File: src/rtl/pipe_skid_stage.sv
// Inter-stage pipeline register with valid/ready flow control and a 2-entry skid buffer.
// Both handshake outputs come from flops, so no combinational ready path crosses the stage.
module pipe_skid_stage #(
    parameter int CTRL_W = 9,
    parameter int DATA_W = 128
) (
    input  logic              CLK,
    input  logic              Reset,
    input  logic              flush,
    input  logic              in_valid,
    output logic              in_ready,
    input  logic [CTRL_W-1:0] in_ctrl,
    input  logic [DATA_W-1:0] in_data,
    output logic              out_valid,
    input  logic              out_ready,
    output logic [CTRL_W-1:0] out_ctrl,
    output logic [DATA_W-1:0] out_data,
    output logic [1:0]        occupancy
);

    typedef enum logic [1:0] {
        EMPTY = 2'd0,
        ONE   = 2'd1,
        TWO   = 2'd2
    } state_t;

    state_t            state_q, state_d;
    logic              in_ready_q, out_valid_q;
    logic [CTRL_W-1:0] m_ctrl_q, m_ctrl_d, s_ctrl_q, s_ctrl_d;
    logic [DATA_W-1:0] m_data_q, m_data_d, s_data_q, s_data_d;
    logic              in_fire, out_fire;

    assign in_fire  = in_valid & in_ready_q;
    assign out_fire = out_valid_q & out_ready;

    // State register; handshake flags are decoded from the next state so they are registered.
    always_ff @(posedge CLK) begin
        if (Reset) begin
            state_q     <= EMPTY;
            in_ready_q  <= 1'b1;
            out_valid_q <= 1'b0;
        end else begin
            state_q     <= state_d;
            in_ready_q  <= (state_d != TWO);
            out_valid_q <= (state_d != EMPTY);
        end
    end

    always_comb begin
        state_d = state_q;
        if (flush) begin
            state_d = EMPTY;
        end else begin
            case (state_q)
                EMPTY: if (in_fire) state_d = ONE;
                ONE: begin
                    if (in_fire && !out_fire)      state_d = TWO;
                    else if (!in_fire && out_fire) state_d = EMPTY;
                end
                TWO:     if (out_fire) state_d = ONE;
                default: state_d = EMPTY;
            endcase
        end
    end

    // Storage moves: M always holds the oldest beat, S only the one absorbed under backpressure.
    always_comb begin
        m_ctrl_d = m_ctrl_q;
        m_data_d = m_data_q;
        s_ctrl_d = s_ctrl_q;
        s_data_d = s_data_q;
        if (!flush) begin
            case (state_q)
                EMPTY: begin
                    if (in_fire) begin
                        m_ctrl_d = in_ctrl;
                        m_data_d = in_data;
                    end
                end
                ONE: begin
                    if (in_fire && out_fire) begin
                        m_ctrl_d = in_ctrl;
                        m_data_d = in_data;
                    end else if (in_fire) begin
                        s_ctrl_d = in_ctrl;
                        s_data_d = in_data;
                    end
                end
                TWO: begin
                    if (out_fire) begin
                        m_ctrl_d = s_ctrl_q;
                        m_data_d = s_data_q;
                    end
                end
                default: ;
            endcase
        end
    end

    always_ff @(posedge CLK) begin
        if (Reset) begin
            m_ctrl_q <= '0;
            m_data_q <= '0;
            s_ctrl_q <= '0;
            s_data_q <= '0;
        end else begin
            m_ctrl_q <= m_ctrl_d;
            m_data_q <= m_data_d;
            s_ctrl_q <= s_ctrl_d;
            s_data_q <= s_data_d;
        end
    end

    // Bubbles carry zero control so downstream sees a harmless no-op.
    always_comb begin
        in_ready  = in_ready_q;
        out_valid = out_valid_q;
        out_ctrl  = out_valid_q ? m_ctrl_q : '0;
        out_data  = m_data_q;
        occupancy = state_q;
    end

endmodule

File: config.mk
export PLATFORM = sky130hd
export DESIGN_NAME = pipe_skid_stage
export DESIGN_NICKNAME = d
export VERILOG_FILES = /design/src/rtl/pipe_skid_stage.sv
export SDC_FILE = /design/constraint.sdc
export NUM_CORES = 1
export LEC_CHECK = 0
export CELL_PAD_IN_SITES_DETAIL_PLACEMENT = 1
export CELL_PAD_IN_SITES_GLOBAL_PLACEMENT = 2
export CORE_MARGIN = 10
export CORE_UTILIZATION = 30
export DETAILED_ROUTE_END_ITERATION = 8
export PLACE_DENSITY = 0.89
export SETUP_SLACK_MARGIN = 0.15
export SLEW_MARGIN = 15
export SYNTH_ARGS = -nofsm -noshare
export SYNTH_HDL_FRONTEND = slang
export SYNTH_SLANG_ARGS = --single-unit
File: constraint.sdc
create_clock -name CLK -period 4.4 [get_ports CLK]
set_input_delay 1.32 -clock CLK [delete_from_list [all_inputs] [get_ports CLK]]
set_output_delay 1.32 -clock CLK [all_outputs]
set_load 0.05 [all_outputs]
After elaboration in Yosys (flattened, before gate mapping)
Cells that the tools add are included.
Word-level totals
  bits of input ports: 142
  register bits after elaboration: 278
Operators by class
  bitwise operators: 4
  mux-type cells: 15
  reduce and logical (&&, ||, !) cells: 10
  eq/ne operators: 6
Operators with widths (count)
  128-bit two-way mux: 3
  128-bit case mux with 3 select lines: 1
  9-bit two-way mux: 4
  9-bit case mux with 3 select lines: 1
  2-bit two-way mux: 5
  2-bit inequality test, second input constant: 4
  2-bit case mux with 3 select lines: 1
  5-bit AND reduction: 1
  4-bit AND reduction: 1
  1-bit logical AND: 3
  3-bit nonzero test: 1
  1-bit AND: 2
  2-bit by 1-bit equality test with 1-bit output, second input constant: 1
  2-bit equality test, second input constant: 1
  1-bit logical NOT: 2
  2-bit logical NOT: 1
  1-bit NOT: 2
  2-bit nonzero test: 1

Depth between registers and ports, before layout
Gate-level depths: netlist of the first run.
  depth after elaboration: 8
  gate-level depth with buffers: 6
  depth with buffers taken out: 3

Least setup slack after synthesis of the first run
No wires, ideal clock.
  path kind: register to output
  start point: register out_valid_q (netlist: out_valid)
  end point: output port out_ctrl[0]
  arrival: 1.404 ns
  cell stages (with the launch flop): 3
  slack: 1.676 ns
  data required time: 3.080 ns
  cell sequence: dfxtp_1 > clkbuf_1 > and2_1
On the way
  longest elaborated chain between the ends: 1
RTL lines
  start, declared: RTL line 28  | logic in_ready_q, out_valid_q;
  start signal, assigned: RTL line 45  | out_valid_q <= (state_d != EMPTY);
  9-bit two-way mux: RTL line 118  | out_ctrl = out_valid_q ? m_ctrl_q : '0;
  end, declared: RTL line 16  | output logic [CTRL_W-1:0] out_ctrl,
Every way passes these cells.

Final worst setup path of the first run
  start point: register out_valid_q (netlist: out_valid)
  end point: output port out_ctrl[4]
The elaborated chain is that of the path after synthesis.

==> results of run 1 <==
## through the flow
step	cell area (um2)	hold slack [ns]	total power [W]
floorplan	12230	0.4532	0.003476
detailed placement	15260	0.4689	0.003996
global route	16420	0.4947	0.007111
finish	16420	0.4748	0.006852
global placement	15260	0.4591	0.003977
CTS	16420	0.4768	0.006946
## worst register-to-register path, cell delays in order (launching register included)
cell	delay, ns
dfxtp_1	0.46
nand2_4	0.75
buf_4	0.81
a41oi_1	0.35
a211oi_1	0.28
## cell type report
class / instances / share of cell area [%]
clock buffer: 50 / 6.300
inverter: 1 / 0.03809
tap: 525 / 4.000
sequential: 278 / 33.89
timing repair buffer: 301 / 18.99
multi-input combinational: 851 / 36.02
antenna: 3 / 0.04571
clock inverter: 8 / 0.7161
## state kept, by name, summed over array words and instances (netlist names)
register,flops
s_data_q,128
occupancy,2
out_data,128
s_ctrl_q,9
in_ready,1
out_valid,1
m_ctrl_q,9
## placed cells by master (no fill, tap or decap)
cell | Yosys | final
clkinvlp_4 | 0 | 1
a41oi_1 | 137 | 137
and4b_4 | 0 | 1
a21o_4 | 0 | 2
nand2_4 | 0 | 1
nand3_1 | 138 | 138
inv_4 | 0 | 1
o2bb2ai_4 | 0 | 1
buf_4 | 12 | 7
bufinv_16 | 0 | 3
o21ai_1 | 85 | 85
nand2_1 | 4 | 3
and2_1 | 10 | 10
clkbuf_1 | 102 | 7
and4_4 | 0 | 1
mux2i_1 | 137 | 137
a21oi_1 | 138 | 137
diode_2 | 0 | 3
a21oi_4 | 0 | 1
dfxtp_1 | 278 | 278
a21bo_2 | 1 | 1
buf_12 | 0 | 12
a21o_1 | 4 | 2
clkbuf_8 | 0 | 7
clkbuf_16 | 0 | 37
clkdlybuf4s50_1 | 0 | 281
nand2b_4 | 0 | 1
nand4b_1 | 1 | 1
o21ai_0 | 52 | 52
clkinv_2 | 0 | 4
a211oi_1 | 140 | 140
## cell families (layout without fill, tap and decap cells)
family,Yosys count,in the layout
AOI/OAI and AO/OA,558,558
DFF,278,278
buffers and inverters,184,360
and+or+nand+nor,156,156
muxes,137,137
other,0,3
## power by group through the flow
stage	Clock (W)	Sequential (W)	Combinational, W
2_1_floorplan	0	0.00306	0.000418
3_3_place_gp	0	0.00276	0.00122
3_5_place_dp	0	0.00276	0.00123
4_1_cts	0.00300	0.00271	0.00124
5_1_grt	0.00308	0.00272	0.00131
6_report	0.00291	0.00271	0.00123
## path summary, 6_finish.rpt
path	startpoint	end
hold reg to reg	s_data_q[3]	s_data_q[3]
setup / recovery	out_valid	out_ctrl[4]
setup reg to reg	occupancy[1]	out_data[112]
hold / removal	s_data_q[3]	s_data_q[3]
## metal layers
metal / GRT usage [%] / up-vias
met1: 24.19 / 5973
met2: 28.51 / 376
li1: - / 5404
met3: 5.128 / 65
met5: 0 / -
met4: 6.232 / 2
==> key figures, run 1 <==
Run status
  – Status: completed

Clock network
  – CTS tree: yes
  – Setup Fix Bufs, Post-CTS: 0
  – Hold Buf Count CTS: 0
  – Sink count of the clock tree: roughly 280
  – H-Tree Depth: 2
  – Root buffer cell: clkbuf_16
  – Cts repair resizes: 0
  – Clock buffers created by TritonCTS: 34
  – CTS Buffer Depth: 3
  – Clock Latency Late Sink: roughly 0.53 ns
  – CTS clock-pin slew for the worst setup and hold paths: roughly 0.06 ns

Timing
  – F_max: around 260 MHz
  – Final period util: ~86%
  – Slew HR: between 30% and 40%
  – Period minus WS final: 3.804 ns
  – Final setup fails: 0
  – Final worst slack: 0.5960 ns
  – Max Slew Vio Count: 0
  – Setup tns final: 0 ns
  – Final Hold Vio Count: 0
  – Clk_skew: 0.008369 ns
  – Least-Margin Pin Slew: between 1 and 1.5 ns
  – RSZ-0062 raised after global routing: false

Critical path
  – Worst setup EP type: output pin
  – Worst reg-to-reg path cell count: 4
  – WS Path Type: reg -> out
  – Critical path buffer and inverter count: 1
  – WP data arrival: around 2.5 ns
  – Number of cells on the critical path: 2
  – CP startpoint kind: register
  – Max FO, Critical Path: 15
  – CP delay by family, top: buffers and inverters
  – Slowest stage delay, CP: approximately 0.84 ns
  – Required @ worst endpoint: roughly 3.1 ns
  – CP Cell Sequence: and2_1 > clkdlybuf4s50_1
  – Reg-to-reg setup timing slack: between 1.5 and 2 ns
  – Slowest CP cell: clkdlybuf4s50_1

Synth
  – Count leader, synth: dfxtp_1
  – Post-synthesis cell count: 1,313
  – Number of synthesized flops with an enable pin: 0
  – Post-Synth Adder-Cell Area: 0%
  – Synth Area in XOR/XNOR: 0%
  – Main synth FF type: dfxtp_1
  – Top cell type's share of synthesized area: 45.51%
  – Multiplexer share of the synthesized area: 11.21%
  – Mapped cell area: ~12,000 um2
  – Largest family of logic cells by synthesized area: compound AO/OA/AOI/OAI gates
  – Compound-cell area share of the yosys netlist: 30.11%
  – Simple-gate share of the synthesized area: under 10%
  – Sequential area share after synthesis: 45.51%
  – Synth cell types: 23
  – Async SR Flop Fraction: 0%
  – Synth top cells by count: dfxtp_1 (278), a211oi_1 (140), a21oi_1 (138), nand3_1 (138)
  – Post-synthesis register bit count: between 200 and 300
  – Synth Warn #: 0
  – Net Count, Synth: 1,455
  – Synth area leader: dfxtp_1
  – Syn Area/Cell: a little over 9 um2
  – Largest cells by area after synthesis: dfxtp_1 (46%), mux2i_1 (11%), a41oi_1 (9.8%)

Pwr
  – Switching power: roughly 0.0020 W
  – Pint: between 0.004 and 0.005 W
  – Maximum vdd drop: around 0.26 mV
  – Clock Power Share: 42.5%
  – Comb pwr share: about 18%
  – Static leakage: 6.095 nW
  – Pwr dens: 417.2 nW/um2
  – Switching Fraction: about 29%
  – Sequential Power Share: 39.6%

Die
  – Die area: 49,240 um2
  – Die W: 221.9 um
  – Core area: 40,010 um2
  – Initial Utilization: roughly 30%
  – I/O Pins: between 200 and 300
  – Height of the die: approximately 220 um
  – Rows: 73

Cells and area
  – Final std cells w/o fill: slightly above 2,000
  – Area of the multi-input gates: approximately 5900 um2
  – Seq. cell area: around 5600 um2
  – Area grow syn2layout: 34.31%
  – Fill cells: approximately 4,500
  – Post-layout utilization of the core: around two fifths
  – Layout cells sized above 1: 5.440%
  – Fin nets: roughly 1,600

Placed design
  – HPWL after detailed placement: about 27,000 um
  – Placed cell count: between 1,500 and 2,000
  – IO buf count: approximately 280
  – Setup WS pre-CTS: roughly 1.0 ns
  – RD Place Congestion: approximately 0.73

Min path
  – Hold path depth: 2
  – Hold Path Class: reg -> reg

Routing
  – WL per Instance: ~24 um
  – First-pass iteration count of the detailed router: 5
  – Vias per inst: about 6
  – Routed Antenna Nets: 0
  – Residual DRC count: 0
  – Top sig layer: met5
  – Iter 0 DRT Violations: around 900
  – Met1 wire length: 21,680 um
  – Metal2 WL: around 22,000 um
  – Via count: between 10,000 and 15,000
  – Metal3 WL: 3346 um
  – Routed WL: around 48,000 um

Global route
  – Largest net degree at the start of global routing: between 100 and 150
  – First-pass GRT wire length: between 70,000 and 80,000 um
  – Remaining Overflow, GRT: 0
  – Total track usage: between 10% and 20%
  – Initial antenna violation count: 4
  – Vias in the first global route: between 10,000 and 15,000

Flow run
  – Count of maximum capacitance violations: 0
Power figures use the tool's default switching activity.
==> inputs of run 2 (changes only) <==
SETUP_SLACK_MARGIN = default   (was 0.15)
==> results of run 2 <==
Final layout, timing and power as in run 1 (identical DEF).
==> inputs of run 3 (changes only) <==
REMOVE_ABC_BUFFERS = 1   (was default)
==> run 3 against run 2 <==
  * Clock power is 4% lower
  * First-iteration DRC count is 20% lower
  * Sequential cell count stayed put
  * Non-clock buffer count is 16 higher
  * Register-to-register slack better by 0.19 ns
  * Count of clock-buffer cells in the layout is 4 higher
  * Combinational power hardly changed
  * Maximum frequency is 6.0% higher
  * Core utilization is 0.29 points higher
  * Clock skew is 0.0014 ns higher
  * Sequential share of layout area is 0.24 points lower
  * Critical endpoint unchanged
==> key figures, run 3 (synthesis gave the netlist of run 1 again) <==
Global route
  – Total track usage: between 10% and 20%
  – Largest net degree at the start of global routing: around 130
  – Vias in the first global route: around 12,000
  – First-pass GRT wire length: between 70,000 and 80,000 um
  – Remaining Overflow, GRT: 0
  – Initial antenna violation count: 6

Min path
  – Hold_sp: s_data_q[80]
  – Hold Path Class: reg -> reg

Pwr
  – Maximum vdd drop: between 0.2 and 0.25 mV
  – Final total power: a little under 0.007 W
  – Static leakage: between 6 and 7 nW
  – Pwr dens: 407.0 nW/um2

Timing
  – F_max: between 200 and 300 MHz
  – RSZ-0062 raised after global routing: false
  – Period minus WS final: about 3.6 ns
  – Final setup fails: 0
  – Slew HR: about 31%
  – Clk_skew: 0.009738 ns
  – Final period util: around four fifths
  – Max Slew Vio Count: 0
  – Final Hold Vio Count: 0
  – Least-Margin Pin Slew: a little over 1 ns

Clock network
  – CTS clock-pin slew for the worst setup and hold paths: 0.06 ns
  – Root buffer cell: clkbuf_16
  – CTS tree: yes
  – Hold Buf Count CTS: 0
  – Cts repair resizes: 0
  – H-Tree Depth: 2
  – Setup Fix Bufs, Post-CTS: 0
  – Sink count of the clock tree: 278
  – Clock buffers created by TritonCTS: 34
  – CTS Buffer Depth: 3
  – Clock Latency Late Sink: between 0.5 and 0.6 ns

Cells and area
  – Post-route cell area: 16,540 um2
  – Commonest non-fill, non-tap cell in the layout: clkdlybuf4s50_1
  – Post-layout utilization of the core: between 40% and 50%
  – Fill cells: roughly 4,500
  – Area grow syn2layout: 35.27%
  – Commonest cells after routing, fill and taps aside: clkdlybuf4s50_1 (281), dfxtp_1 (278), a211oi_1 (140)
  – Layout cells sized above 1: between 6 and 7%
  – Fin nets: approximately 1,600

Critical path
  – R2R Path Start: occupancy[1]
  – WS Path Type: reg -> out
  – Worst setup EP type: output pin
  – Max FO, Critical Path: 15
  – Required @ worst endpoint: 3.08 ns
  – Critical Path Start: out_valid
  – WP data arrival: 2.27 ns
  – CP startpoint kind: register

Routing
  – Via count: between 10,000 and 15,000
  – WL per Instance: around 24 um
  – Residual DRC count: 0
  – First-pass iteration count of the detailed router: 5
  – Routed Antenna Nets: 0
  – Vias per inst: about 6
  – Routed WL: around 48,000 um
  – Iter 0 DRT Violations: 707

Placed design
  – DP Area: 15,430 um2
  – RD Place Congestion: between 0.7 and 0.8
  – IO buf count: around 280
  – HPWL after detailed placement: around 29,000 um

Die
  – Initial Utilization: between 30% and 40%
  – Height of the die: ~220 um
  – I/O Pins: 283
  – Die area: roughly 49,000 um2
  – Die W: about 220 um
  – Core area: approximately 40,000 um2
  – Rows: 73

Flow run
  – Count of maximum capacitance violations: 0

Run status
  – Status: completed
## run 3: changes by cell type in the layout (fill, tap and decap cells not counted)
| cell | delta |
|---|---|
| buf_12 | +4 |
| diode_2 | -1 |
| clkbuf_8 | +3 |
| bufinv_16 | -3 |
| buf_4 | +12 |
| clkbuf_1 | +1 |
| clkinv_2 | -1 |
## run 3: worst paths after layout
kind	cells after the start	slack, ns	endpoint
hold reg to reg	2	0.47	s_data_q[80]
setup / recovery	2	0.81	out_ctrl[4]
hold / removal	2	0.47	s_data_q[80]
setup reg to reg	4	1.87	out_data[120]
## run 3: power by group
| part | switching [W] | internal, W | leakage (nW) | total (W) |
|---|---|---|---|---|
| Clock | 0.00110 | 0.00168 | 0.542 | 0.00278 |
| Combinational | 0.000785 | 0.000456 | 3.35 | 0.00124 |
| Sequential | 0.0000810 | 0.00263 | 2.27 | 0.00272 |
| Total | 0.00197 | 0.00477 | 6.16 | 0.00673 |
## run 3: worst max-delay path, stage by stage, from the launching register on
cell and delay [ns]:
dfxtp_1 0.69, and2_1 0.22, clkdlybuf4s50_1 0.82
## run 3: layout make-up
type	instances	area, um2	area share, %
Multi-Input combinational cell	851	5916	35.76
Sequential cell	278	5565	33.65
Timing Repair Buffer	317	3289	19.89
Clock buffer	54	1080	6.528
Tap cell	525	656.9	3.971
Clock inverter	4	22.52	0.1362
Inverter	1	6.256	0.03782
Antenna cell	2	5.005	0.03026
## run 3: metrics by stage
step / TNS [ns] / hold slack [ns] / std cells / setup slack, ns
6_report: 0 / 0.4745 / 2032 / 0.8103
5_1_grt: 0 / 0.5019 / 2031 / 0.7232
4_1_cts: 0 / 0.4767 / 2030 / 0.7949
3_5_place_dp: 0 / 0.4692 / 1972 / 0.9826
3_3_place_gp: 0 / 0.4589 / 1972 / 1.049
2_1_floorplan: -600.44 / 0.4470 / 1130 / -2.295
## run 3: layer usage
| metal | vias to the layer above | share of wire (%) | track usage (%) |
|---|---|---|---|
| li1 | 5431 | - | - |
| met5 | - | 0.092 | 0 |
| met4 | 8 | 1.8 | 5.095 |
| met3 | 54 | 6.0 | 4.271 |
| met2 | 350 | 47 | 30.37 |
| met1 | 5997 | 45 | 23.98 |
